[config.mk]
export PLATFORM = sky130hd
export DESIGN_NAME = isp_ctrl
export DESIGN_NICKNAME = d
export VERILOG_FILES = /design/src/rtl/isp_ctrl.sv
export SDC_FILE = /design/constraint.sdc
export NUM_CORES = 1
export LEC_CHECK = 0
export ABC_CLOCK_PERIOD_IN_PS = 2690
export BUFFER_PORTS_ARGS = -buffer_cell sky130_fd_sc_hd__buf_2
export CORE_MARGIN = 8
export CORE_UTILIZATION = 53
export DETAILED_ROUTE_END_ITERATION = 16
export GPL_TIMING_DRIVEN = 0
export PLACE_DENSITY = 0.77
export SLEW_MARGIN = 20
export SYNTH_ARGS = -nofsm -noshare
export SYNTH_HDL_FRONTEND = slang
export SYNTH_SLANG_ARGS = --single-unit
[constraint.sdc]
create_clock -name clk -period 2.69 [get_ports clk]
set_input_delay 0.4035 -clock clk [delete_from_list [all_inputs] [get_ports clk]]
set_output_delay 0.4035 -clock clk [all_outputs]
set_load 0.005 [all_outputs]
[src/rtl/isp_ctrl.sv]
// Frame/line sequencer for the debayer datapath: gates pixel strobes, primes, streams and drains lines.
// Optional frame counter: define ISP_CTRL_FRAME_CNT_EN.
//
// state     | meaning
// WAIT_FS   | idle, waiting for frame start (and en)
// PRIME     | filling the first PRIME_LINES lines, rgb_valid low
// STREAM    | pixels accepted and RGB output enabled
// DRAIN     | no input; emitting the last buffered line
module isp_ctrl #(
   parameter int LINE_LENGTH = 640,
   parameter int NUM_LINES   = 480,
   parameter int PRIME_LINES = 1
) (
   input  logic        clk,
   input  logic        rst_n,
   input  logic        en,
   input  logic        fs_in,
   input  logic        fe_in,
   input  logic        px_valid,
   input  logic        reading,
   input  logic        err_clr,
   output logic        data_valid,
   output logic        rgb_valid,
   output logic        sol,
   output logic        eol,
   output logic [15:0] line_cnt,
   output logic [15:0] px_cnt,
   output logic        frame_active,
   output logic        err_short,
   output logic        err_long,
   output logic        err_sync,
   output logic [15:0] frame_cnt
);

   localparam logic [1:0]  ST_WAIT_FS = 2'd0;
   localparam logic [1:0]  ST_PRIME   = 2'd1;
   localparam logic [1:0]  ST_STREAM  = 2'd2;
   localparam logic [1:0]  ST_DRAIN   = 2'd3;
   localparam logic [15:0] LAST_PX    = 16'(LINE_LENGTH - 1);
   localparam logic [15:0] LINES_MAX  = 16'(NUM_LINES);
   localparam logic [1:0]  PRIME_LAST = 2'(PRIME_LINES - 1);

   logic [1:0]  state_q, state_d;
   logic [15:0] line_cnt_q, line_cnt_d;
   logic [15:0] px_cnt_q, px_cnt_d;
   logic [15:0] drain_cnt_q, drain_cnt_d;
   logic [1:0]  prime_cnt_q, prime_cnt_d;
   logic        rgb_valid_q, rgb_valid_d;
   logic        sol_q, sol_d;
   logic        eol_q, eol_d;
   logic        err_short_q, err_short_d;
   logic        err_long_q, err_long_d;
   logic        err_sync_q, err_sync_d;

   logic in_frame, room, accept, fe_end, short_cond, drain_done;
   logic set_short, set_long, set_sync, start;

   assign in_frame   = (state_q == ST_PRIME) || (state_q == ST_STREAM);
   assign room       = line_cnt_q < LINES_MAX;
   assign accept     = px_valid & in_frame & room;
   assign fe_end     = fe_in & in_frame;
   assign short_cond = (px_cnt_q != 16'd0) || (line_cnt_q != LINES_MAX);
   assign drain_done = (state_q == ST_DRAIN) & reading & (drain_cnt_q == LAST_PX);

   always_comb begin
      state_d     = state_q;
      line_cnt_d  = line_cnt_q;
      px_cnt_d    = px_cnt_q;
      drain_cnt_d = drain_cnt_q;
      prime_cnt_d = prime_cnt_q;
      rgb_valid_d = rgb_valid_q;
      sol_d       = 1'b0;
      eol_d       = 1'b0;
      set_short   = 1'b0;
      set_long    = px_valid & in_frame & ~room;
      set_sync    = 1'b0;
      start       = 1'b0;

      if (accept) begin
         sol_d = (px_cnt_q == 16'd0);
         if (px_cnt_q == LAST_PX) begin
            px_cnt_d   = 16'd0;
            line_cnt_d = line_cnt_q + 16'd1;
            eol_d      = 1'b1;
         end else begin
            px_cnt_d = px_cnt_q + 16'd1;
         end
      end

      case (state_q)
         ST_PRIME: begin
            if (eol_q) begin
               if (prime_cnt_q == PRIME_LAST) begin
                  state_d     = ST_STREAM;
                  rgb_valid_d = 1'b1;
               end else begin
                  prime_cnt_d = prime_cnt_q + 2'd1;
               end
            end
         end
         ST_DRAIN: begin
            if (drain_done) begin
               state_d     = ST_WAIT_FS;
               rgb_valid_d = 1'b0;
            end else if (reading) begin
               drain_cnt_d = drain_cnt_q + 16'd1;
            end
         end
         default: ;
      endcase

      // Frame end is resolved before frame start so a coincident fs is not a resync.
      if (fe_end) begin
         px_cnt_d = 16'd0;
         sol_d    = 1'b0;
         eol_d    = 1'b0;
         if (state_q == ST_PRIME) begin
            state_d     = ST_WAIT_FS;
            rgb_valid_d = 1'b0;
            set_short   = 1'b1;
         end else begin
            state_d     = ST_DRAIN;
            drain_cnt_d = 16'd0;
            rgb_valid_d = 1'b1;
            set_short   = short_cond;
         end
      end

      if (fs_in) begin
         if ((state_q == ST_WAIT_FS) || fe_end) begin
            if (en) begin
               start = 1'b1;
            end else if (fe_end) begin
               state_d     = ST_WAIT_FS;
               rgb_valid_d = 1'b0;
            end
         end else begin
            set_sync = 1'b1;
            start    = 1'b1;
         end
      end

      if (start) begin
         state_d     = ST_PRIME;
         line_cnt_d  = 16'd0;
         px_cnt_d    = 16'd0;
         prime_cnt_d = 2'd0;
         rgb_valid_d = 1'b0;
         sol_d       = 1'b0;
         eol_d       = 1'b0;
      end

      err_short_d = (err_short_q & ~err_clr) | set_short;
      err_long_d  = (err_long_q  & ~err_clr) | set_long;
      err_sync_d  = (err_sync_q  & ~err_clr) | set_sync;
   end

   always_ff @(posedge clk or negedge rst_n) begin
      if (!rst_n) begin
         state_q     <= ST_WAIT_FS;
         line_cnt_q  <= 16'd0;
         px_cnt_q    <= 16'd0;
         drain_cnt_q <= 16'd0;
         prime_cnt_q <= 2'd0;
         rgb_valid_q <= 1'b0;
         sol_q       <= 1'b0;
         eol_q       <= 1'b0;
         err_short_q <= 1'b0;
         err_long_q  <= 1'b0;
         err_sync_q  <= 1'b0;
      end else begin
         state_q     <= state_d;
         line_cnt_q  <= line_cnt_d;
         px_cnt_q    <= px_cnt_d;
         drain_cnt_q <= drain_cnt_d;
         prime_cnt_q <= prime_cnt_d;
         rgb_valid_q <= rgb_valid_d;
         sol_q       <= sol_d;
         eol_q       <= eol_d;
         err_short_q <= err_short_d;
         err_long_q  <= err_long_d;
         err_sync_q  <= err_sync_d;
      end
   end

`ifdef ISP_CTRL_FRAME_CNT_EN
   logic        frame_bad_q, frame_bad_d;
   logic [15:0] frame_cnt_q, frame_cnt_d;

   // frame_bad remembers whether this frame's own fe was short, independent of err_clr.
   always_comb begin
      frame_bad_d = frame_bad_q;
      frame_cnt_d = frame_cnt_q;
      if (fe_end) frame_bad_d = set_short;
      if ((state_q == ST_DRAIN) && (state_d == ST_WAIT_FS) && !frame_bad_q)
         frame_cnt_d = frame_cnt_q + 16'd1;
   end

   always_ff @(posedge clk or negedge rst_n) begin
      if (!rst_n) begin
         frame_bad_q <= 1'b0;
         frame_cnt_q <= 16'd0;
      end else begin
         frame_bad_q <= frame_bad_d;
         frame_cnt_q <= frame_cnt_d;
      end
   end

   assign frame_cnt = frame_cnt_q;
`else
   assign frame_cnt = 16'd0;
`endif

   assign data_valid   = accept;
   assign rgb_valid    = rgb_valid_q;
   assign sol          = sol_q;
   assign eol          = eol_q;
   assign line_cnt     = line_cnt_q;
   assign px_cnt       = px_cnt_q;
   assign frame_active = (state_q != ST_WAIT_FS);
   assign err_short    = err_short_q;
   assign err_long     = err_long_q;
   assign err_sync     = err_sync_q;

endmodule
# Yosys cells after proc, flatten, opt, wreduce, memory -nomap -nowiden
# Index checks and enable logic that the tools add are counted.
[totals] register_bits=58 output_inout_bits=56 elab_cells=104
[op_classes] add_sub_neg=4 n_lt_le_gt_ge=1 eq_ne=7 n_mux=52 bitwise=14 n_reduce_logical=15
[ops] operator="16-bit 2-to-1 mux" count=12
[ops] operator="16-bit by 1-bit adder with 16-bit output, second input constant" count=3
[ops] operator="16-bit by 10-bit == test with 1-bit output, second input constant" count=2
[ops] operator="2-bit 2-to-1 mux" count=14
[ops] operator="1-bit 2-to-1 mux" count=24
[ops] operator="16-bit logical NOT" count=1
[ops] operator="16-bit by 9-bit < comparator with 1-bit output, second input constant" count=1
[ops] operator="16-bit by 9-bit inequality test with 1-bit output, second input constant" count=1
[ops] operator="16-bit nonzero test" count=1
[ops] operator="2-bit nonzero test" count=5
[ops] operator="1-bit AND" count=9
[ops] operator="2-bit == test, second input constant" count=2
[ops] operator="2-bit logical NOT" count=2
[ops] operator="2-bit case mux with 2 select lines" count=1
[ops] operator="1-bit logical OR" count=3
[ops] operator="1-bit bitwise OR" count=3
[ops] operator="3-bit AND reduction" count=1
[ops] operator="3-bit nonzero test" count=1
[ops] operator="2-bit by 1-bit adder with 2-bit output, second input constant" count=1
[ops] operator="2-bit by 1-bit == test with 1-bit output, second input constant" count=1
[ops] operator="2-bit inequality test, second input constant" count=1
[ops] operator="1-bit NOT" count=2
[ops] operator="1-bit case mux with 2 select lines" count=1
[ops] operator="2-bit AND reduction" count=1

# Logic depth before layout (Yosys ltp)
# Gate-level depths: netlist of run 1.
[logic_depth] word_depth=11 mapped_depth=9

# Worst setup path before layout of run 1
# Ideal clock, no wire load.
[synth_path] path_type="reg-to-reg" start="register px_cnt_q[8], in the netlist px_cnt[8]" end="register line_cnt_q[5], in the netlist line_cnt[5]" setup_time_ps=132 arrival_time_ps=2039 required_ps=2558 setup_slack_ps=519 stages_incl_launch_ff=6 n_path_buf=0 path_cell_list="dfrtp_1 or4_4 or4_4 nor4_2 xnor2_1 nor2_1"
[synth_between] elab_chain_cells=3
[synth_lines] item="start: declaration" line_no="45" rtl="logic [15:0] px_cnt_q, px_cnt_d;"
[synth_lines] item="start signal: assignment" line_no="174" rtl="px_cnt_q <= px_cnt_d;"
[synth_lines] item="16-bit by 10-bit == test with 1-bit output" line_no="81" rtl="if (px_cnt_q == LAST_PX) begin"
[synth_lines] item="2-bit nonzero test (no source line)"
[synth_lines] item="2-bit AND reduction (no source line)"
[synth_lines] item="end signal: assignment" line_no="173" rtl="line_cnt_q <= line_cnt_d;"
[synth_lines] item="end: declaration" line_no="44" rtl="logic [15:0] line_cnt_q, line_cnt_d;"
# No other way between the ends.
# A chain may end at the register's enable or synchronous reset.

# Worst setup path after layout of run 1
[layout_path] start="register state_q[0]" end="register line_cnt_q[4], in the netlist line_cnt[4]"
[layout_between] elab_chain_cells=8 elab_cells_between_ends=14 cone_classes="eq/ne (2); mux (3); bitwise (3); reduce/logical (6)"
[layout_lines] item="start: declaration" line_no="43" rtl="logic [1:0] state_q, state_d;"
[layout_lines] item="start signal: assignment" line_no="172" rtl="state_q <= state_d;"
[layout_lines] item="2-bit by 1-bit == test with 1-bit output / 2-bit == test (equally long branches)" line_no="58" rtl="assign in_frame = (state_q == ST_PRIME) || (state_q == ST_STREAM);"
[layout_lines] item="1-bit logical OR" line_no="58"
[layout_lines] item="1-bit AND" line_no="61" rtl="assign fe_end = fe_in & in_frame;"
[layout_lines] item="1-bit logical OR" line_no="130" rtl="if ((state_q == ST_WAIT_FS) || fe_end) begin"
[layout_lines] item="1-bit 2-to-1 mux" line_no="130"
[layout_lines] item="1-bit 2-to-1 mux" line_no="129" rtl="if (fs_in) begin"
[layout_lines] item="2-bit nonzero test (no source line)"
[layout_lines] item="2-bit AND reduction (no source line)"
# Several ways; a longest one is shown, not always the timed one.

==> results of run 1 <==
## registers in the layout, summed over array words and instances (netlist names)
| signal | cells |
|---|---|
| err_long | 1 |
| drain_cnt_q | 16 |
| err_sync | 1 |
| px_cnt | 16 |
| state_q | 2 |
| err_short | 1 |
| eol | 1 |
| sol | 1 |
| line_cnt | 16 |
| prime_cnt_q | 2 |
| rgb_valid | 1 |
## kinds of logic (layout without fill, tap and decap cells)
| family | Yosys count | after routing | share of synthesized area (%) |
|---|---|---|---|
| xor+xnor | 29 | 29 | 8.02 |
| fa+ha+maj | 9 | 9 | 3.56 |
| compound gates | 53 | 53 | 10.8 |
| flops | 58 | 58 | 45.8 |
| other cells | 1 | 16 | 0.118 |
| mux | 1 | 1 | 0.316 |
| buf+inv | 37 | 100 | 6.28 |
| simple gates | 148 | 148 | 25.1 |
## power by group
| part | switching [mW] | internal [mW] |
|---|---|---|
| logic | 0.386 | 0.190 |
| clock network | 0.352 | 0.477 |
| registers | 0.0492 | 0.927 |
| total | 0.788 | 1.59 |
## layout by cell type (no fill, tap or decap), types with 3 or more instances in the layout
| cell | instances |
|---|---|
| dfrtp_1 | 58 |
| buf_2 | 46 |
| nor2_1 | 45 |
| nand2_1 | 24 |
| buf_4 | 17 |
| nand3_1 | 16 |
| conb_1 | 16 |
| xnor2_1 | 15 |
| xor2_1 | 14 |
| inv_1 | 13 |
| a21oi_1 | 12 |
| nor3_1 | 11 |
| o21ai_0 | 11 |
| clkbuf_8 | 11 |
| nand4_1 | 10 |
| ha_1 | 9 |
| clkbuf_1 | 7 |
| and3_1 | 7 |
| and2_1 | 7 |
| o211ai_1 | 5 |
| nor4_1 | 4 |
| o21a_1 | 4 |
| a2111oi_0 | 4 |
| or4_1 | 3 |
| o31ai_1 | 3 |
| or4_4 | 3 |
| nor4_2 | 3 |
## metal layers
metal | track usage, % | share of wire [%] | wire length [um] | vias up
li1 | - | - | - | 1306
met1 | 19.9 | 43 | 3210 | 1292
met5 | 0 | 0 | 0 | -
met2 | 31.6 | 51 | 3780 | 55
met4 | 9.53 | 2.4 | 176 | 0
met3 | 4.49 | 3.7 | 274 | 20
## cell type report
cell class	count	area (um2)
buffer	23	146
tap	75	93.8
timing repair buffer	47	238
sequential	58	1450
fill	506	2090
clock buffer	12	155
clock inverter	4	50.0
inverter	14	52.6
multi-input combinational	256	1580
## worst max-delay path, delay by kind of cell, from the launching register on
family | cells | cell delay, ns
AND/OR/NAND/NOR | 4 | 0.46
flip-flops | 1 | 0.44
XOR/XNOR | 1 | 0.18
buffers and inverters | 3 | 0.90
adder cells (fa/ha/maj) | 1 | 0.32
## how the worst max path moves through the flow
stage	cells after the start	start	slack (ns)	to
floorplan	5	px_cnt[8]$_DFFE_PN0P_	0.52	line_cnt[5]$_DFFE_PN0P_
finish	9	state_q[0]$_DFF_PN0_	0.26	line_cnt[4]$_DFFE_PN0P_
global placement	7	state_q[0]$_DFF_PN0_	0.21	state_q[0]$_DFF_PN0_
global route	7	state_q[0]$_DFF_PN0_	-0.004	state_q[0]$_DFF_PN0_
CTS	7	state_q[0]$_DFF_PN0_	0.12	state_q[0]$_DFF_PN0_
detailed placement	7	drain_cnt_q[0]$_DFF_PN0_	0.17	state_q[0]$_DFF_PN0_
## timing repair
item                                    4_1_cts  5_1_grt
resized for setup                             0        1
buffers inserted                              0        0
endpoints found under the setup margin        0        1
hold buffers                                  0        0
==> reports/qor.txt, run 1 <==
count leader, synth: dfrtp_1
Worst Setup Start Kind: flop
Root Buffer: clkbuf_8
Core ar.: 0.00585 mm2
Setup Skew: 0.00545 ns
Yosys top cell by area: dfrtp_1
worst setup margin: 0.260 ns
share of cells above drive strength 1: 21.5%
top cells by instance count after synthesis: 58 x dfrtp_1, 45 x nor2_1, 24 x nand2_1, 16 x buf_4, 16 x nand3_1
TritonCTS Buffers: 9
Setup WS pre-CTS: 0.169 ns
Placed Cells: 473
crit path cell chain: inv_1 -> ha_1 -> nand2_1 -> nand4bb_1 -> buf_1 -> clkbuf_1 -> nor3_1 -> xnor2_1 -> nor2_1
Post-Syn Area: 0.00317 mm2
dpl cell area: 0.00355 mm2
H-tree Lvls: 3
# clock sinks: 58
number of remaining DRC errors: 0
post-DR vias/cell: 5.47
Final Critical Period: 2.43 ns
n_diodes: 0
Yosys warning total: 0
fmax: 0.412 GHz
EDFF count, synth: 0
antenna violations before repair: 0
Post-DRT Antenna Nets: 0
CTS tree: yes
Final Non-Filler Cells: 489
crit-path max FO: 10
leakage dissipation: 1.78 nW
Hold Violations, Final: 0
Synth Instances: 336
Slew Viols, Final: 0
Routed WL: 7430 um
Worst R2R Setup Slack: 0.26 ns
Ports: 64
Clock Path Buffers: 2
clock-pin slew on the worst setup and hold paths: 0.07 ns
Top FF cell, synth: dfrtp_1
largest cells by area after synthesis: dfrtp_1 46%, nor2_1 5.3%, xnor2_1 4.2%
Max Cap Viol: 0
Rel. slew slack: 51.7%
die area: 0.00870 mm2
RSZ-0062 raised after global routing: yes
fraction of the yosys area taken by sequential cells: 45.8%
CP Class: reg2reg
routed length per instance: 15.2 um
worst skew pair latency: 0.34 ns
Slew @ Worst Pin: 0.724 ns
top-area cell type share of the netlist area: 45.8%
power per cell area: 633 mW/mm2
Synth async-reset ratio: 100%
RePlAce Congestion: 0.803
setup TNS: 0 ns
design area: 0.00376 mm2
overall power: 2.38 mW
Worst EP arrival: 2.64 ns
Req. time, crit path: 2.90 ns
maximum number of pins on one net before global-route repair: 59
global-route wire length before repair: 12,800 um
status: completed
CP Capture Type: flop
CP max-delay cell: dfrtp_1
First-pass DRT Iterations: 6
Site Rows: 28
Syn Area/Cell: 9.42 um2
DR iter-0 viols: 97
critical path's largest stage delay: 0.44 ns
Synth Register Bits: 58
Total GRT Usage: 18.1%
dpl hpwl: 5320 um
I/O Buffers: 47
Hold WC Path Type: in2async
Fin Hold WS: 0.126 ns
die height: 93.3 um
vias in the first global route: 2,865
Peak VDD IR: 0.398 mV
DR vias: 2,673
Remaining Overflow, GRT: 0
Worst R2R End: line_cnt[4]$_DFFE_PN0P_
Yosys cell types: 48
Starting Density: 54.1%
final setup violating endpoints: 0
Nets: 426
Worst Reg-to-Reg Cells: 9
r2r startpoint: state_q[0]$_DFF_PN0_
Synth-to-Final Area Change: 18.9%
crit share post-route: 90.3%
Chip Width: 93.3 um
fin util: 64.3%
Power figures use the tool's default switching activity.
==> run 2, diff against run 1 <==
--- a/config.mk
+++ b/config.mk
@@ -7,6 +7,7 @@
 export LEC_CHECK = 0
 export ABC_CLOCK_PERIOD_IN_PS = 2690
 export BUFFER_PORTS_ARGS = -buffer_cell sky130_fd_sc_hd__buf_2
+export CORE_ASPECT_RATIO = 1.5
 export CORE_MARGIN = 8
 export CORE_UTILIZATION = 53
 export DETAILED_ROUTE_END_ITERATION = 16
==> run 2 against run 1 <==
Against the previous run: cell area up 1.2%; core utilization up 1.5 points; critical path type unchanged; routed wire length up 5.6%; clock power up 23%; register-to-register slack worse by 0.09 ns; combinational power about the same; largest power group is now the clock network; non-clock buffer count unchanged; sequential share of layout area down 0.44 points; sequential power up 0.8%; critical endpoint is now state_q[0]$_DFF_PN0_; critical path depth down 2.
==> reports/qor.txt, run 2 (synthesis results as in run 1) <==
met2 usage in global routing: 32.3% (was 31.6%)
fin util: 65.8% (was 64.3%)
post-CTS setup buffer count: 0 (unchanged)
Nets: 426 (unchanged)
H-tree Lvls: 3 (unchanged)
Starting Density: 54.7% (was 54.1%)
die area: 0.00875 mm2 (was 0.00870 mm2)
Root Buffer: clkbuf_8 (unchanged)
fmax: 0.397 GHz (was 0.412 GHz)
Req. time, crit path: 2.93 ns (was 2.90 ns)
Setup Skew: 0.0104 ns (was 0.00545 ns)
Ports: 64 (unchanged)
sequential cell area: 0.00145 mm2 (unchanged)
First-pass DRT Iterations: 5 (was 6)
CP Class: reg2reg (unchanged)
Hold WC Path Type: in2async (unchanged)
Slew Viols, Final: 0 (unchanged)
crit-path max FO: 10 (unchanged)
post-DR vias/cell: 5.66 (was 5.47)
worst skew pair latency: 0.35 ns (was 0.34 ns)
RSZ-0062 raised after global routing: no (was yes)
grt peak-use layer: met2 (unchanged)
RePlAce Congestion: 0.819 (was 0.803)
Peak VDD IR: 0.621 mV (was 0.398 mV)
Site Rows: 34 (was 28)
commonest non-fill, non-tap cells in the layout: 58 x dfrtp_1, 46 x buf_2, 45 x nor2_1 (unchanged)
Remaining Overflow, GRT: 0 (unchanged)
Chip Width: 79.1 um (was 93.3 um)
post_cts resized: 0 (unchanged)
Worst Setup Start Kind: flop (unchanged)
Fin Hold WS: 0.120 ns (was 0.126 ns)
Worst EP arrival: 2.75 ns (was 2.64 ns)
Setup WS pre-CTS: 0.0771 ns (was 0.169 ns)
Synth-to-Final Area Change: 20.2% (was 18.9%)
Final Non-Filler Cells: 486 (was 489)
Total GRT Usage: 18.4% (was 18.1%)
CTS tree: yes (unchanged)
I/O Buffers: 47 (unchanged)
overall power: 2.59 mW (was 2.38 mW)
crit share post-route: 93.5% (was 90.3%)
Placed Cells: 470 (was 473)
TritonCTS Buffers: 9 (unchanged)
final setup violating endpoints: 0 (unchanged)
global-route wire length before repair: 12,900 um (was 12,800 um)
most common cell after layout, fill and taps aside: dfrtp_1 (unchanged)
die height: 111 um (was 93.3 um)
Max Cap Viol: 0 (unchanged)
vias in the first global route: 2,734 (was 2,865)
Clock Path Buffers: 2 (unchanged)
DR vias: 2,752 (was 2,673)
Slew @ Worst Pin: 0.716 ns (was 0.724 ns)
fillers: 507 (was 506)
M1 GR Usage: 19.6% (was 19.9%)
antenna violations before repair: 0 (unchanged)
Rel. slew slack: 52.2% (was 51.7%)
Final Critical Period: 2.52 ns (was 2.43 ns)
CP Capture Type: flop (unchanged)
setup TNS: 0 ns (unchanged)
share of cells above drive strength 1: 21.5% (unchanged)
Routed WL: 7850 um (was 7430 um)
DR iter-0 viols: 154 (was 97)
leakage dissipation: 1.80 nW (was 1.78 nW)
power per cell area: 680 mW/mm2 (was 633 mW/mm2)
# clock sinks: 58 (unchanged)
Multi-input gate area: 0.00158 mm2 (unchanged)
dpl cell area: 0.00355 mm2 (about the same)
routed length per instance: 16.1 um (was 15.2 um)
design area: 0.00381 mm2 (was 0.00376 mm2)
clock-pin slew on the worst setup and hold paths: 0.07 ns (about the same)
n_diodes: 0 (unchanged)
Hold Violations, Final: 0 (unchanged)
maximum number of pins on one net before global-route repair: 59 (unchanged)
status: completed (unchanged)
Post-DRT Antenna Nets: 0 (unchanged)
Core ar.: 0.00579 mm2 (was 0.00585 mm2)
CTS Hold Bufs: 0 (unchanged)
GR Layer Usage met3: 4.87% (was 4.49%)
worst setup margin: 0.174 ns (was 0.260 ns)
dpl hpwl: 5620 um (was 5320 um)
number of remaining DRC errors: 0 (unchanged)
[run 2: cell types whose count changed in the layout (fill, tap and decap cells not counted)]
cell / before / now
clkinv_2: 1 / 0
bufinv_16: 1 / 3
clkinvlp_4: 2 / 1
[run 2: cell type report]
| class | instances | share of cell area (%) |
|---|---|---|
| tap | 72 | 2.37 |
| multi-input combinational | 256 | 41.4 |
| clock buffer | 12 | 4.08 |
| sequential | 58 | 38.1 |
| buffer | 23 | 3.85 |
| inverter | 14 | 1.38 |
| timing repair buffer | 47 | 6.25 |
| clock inverter | 4 | 2.56 |
[run 2: path summary, 6_finish.rpt]
check	startpoint	endpoint	slack, ns	cells past startpoint
worst max-delay path	state_q[0]$_DFF_PN0_	state_q[0]$_DFF_PN0_	0.17	7
worst min-delay path	rst_n	drain_cnt_q[11]$_DFF_PN0_	0.12	1
worst max register to register	state_q[0]$_DFF_PN0_	state_q[0]$_DFF_PN0_	0.17	7
worst min register to register	line_cnt[10]$_DFFE_PN0P_	line_cnt[10]$_DFFE_PN0P_	0.52	1
max in group asynchronous	rst_n	px_cnt[14]$_DFFE_PN0P_	2.10	1
min in group clk	err_clr	err_short$_DFF_PN0_	0.27	2
[run 2: power by group]
part | switching (mW) | internal (mW) | total (mW)
registers | 0.0566 | 0.927 | 0.984
clock network | 0.358 | 0.666 | 1.02
logic | 0.388 | 0.191 | 0.579
total | 0.803 | 1.78 | 2.59
[run 2: critical path, stage by stage, from the launching register on]
cell and delay (ns):
dfrtp_1 0.44, ha_1 0.17, clkbuf_1 0.32, nor4bb_1 0.31, nand3_1 0.28, o21ai_2 0.41, o21ai_0 0.19, a31o_2 0.28
[run 2: routing by layer]
layer  vias to the layer above  wire length (um)  share of wire [%]
met1                      1342              2980                 38
met5                         -                 0                  0
met3                        17               420                5.4
li1                       1315                 -                  -
met4                         0               163                2.1
met2                        78              4280                 55
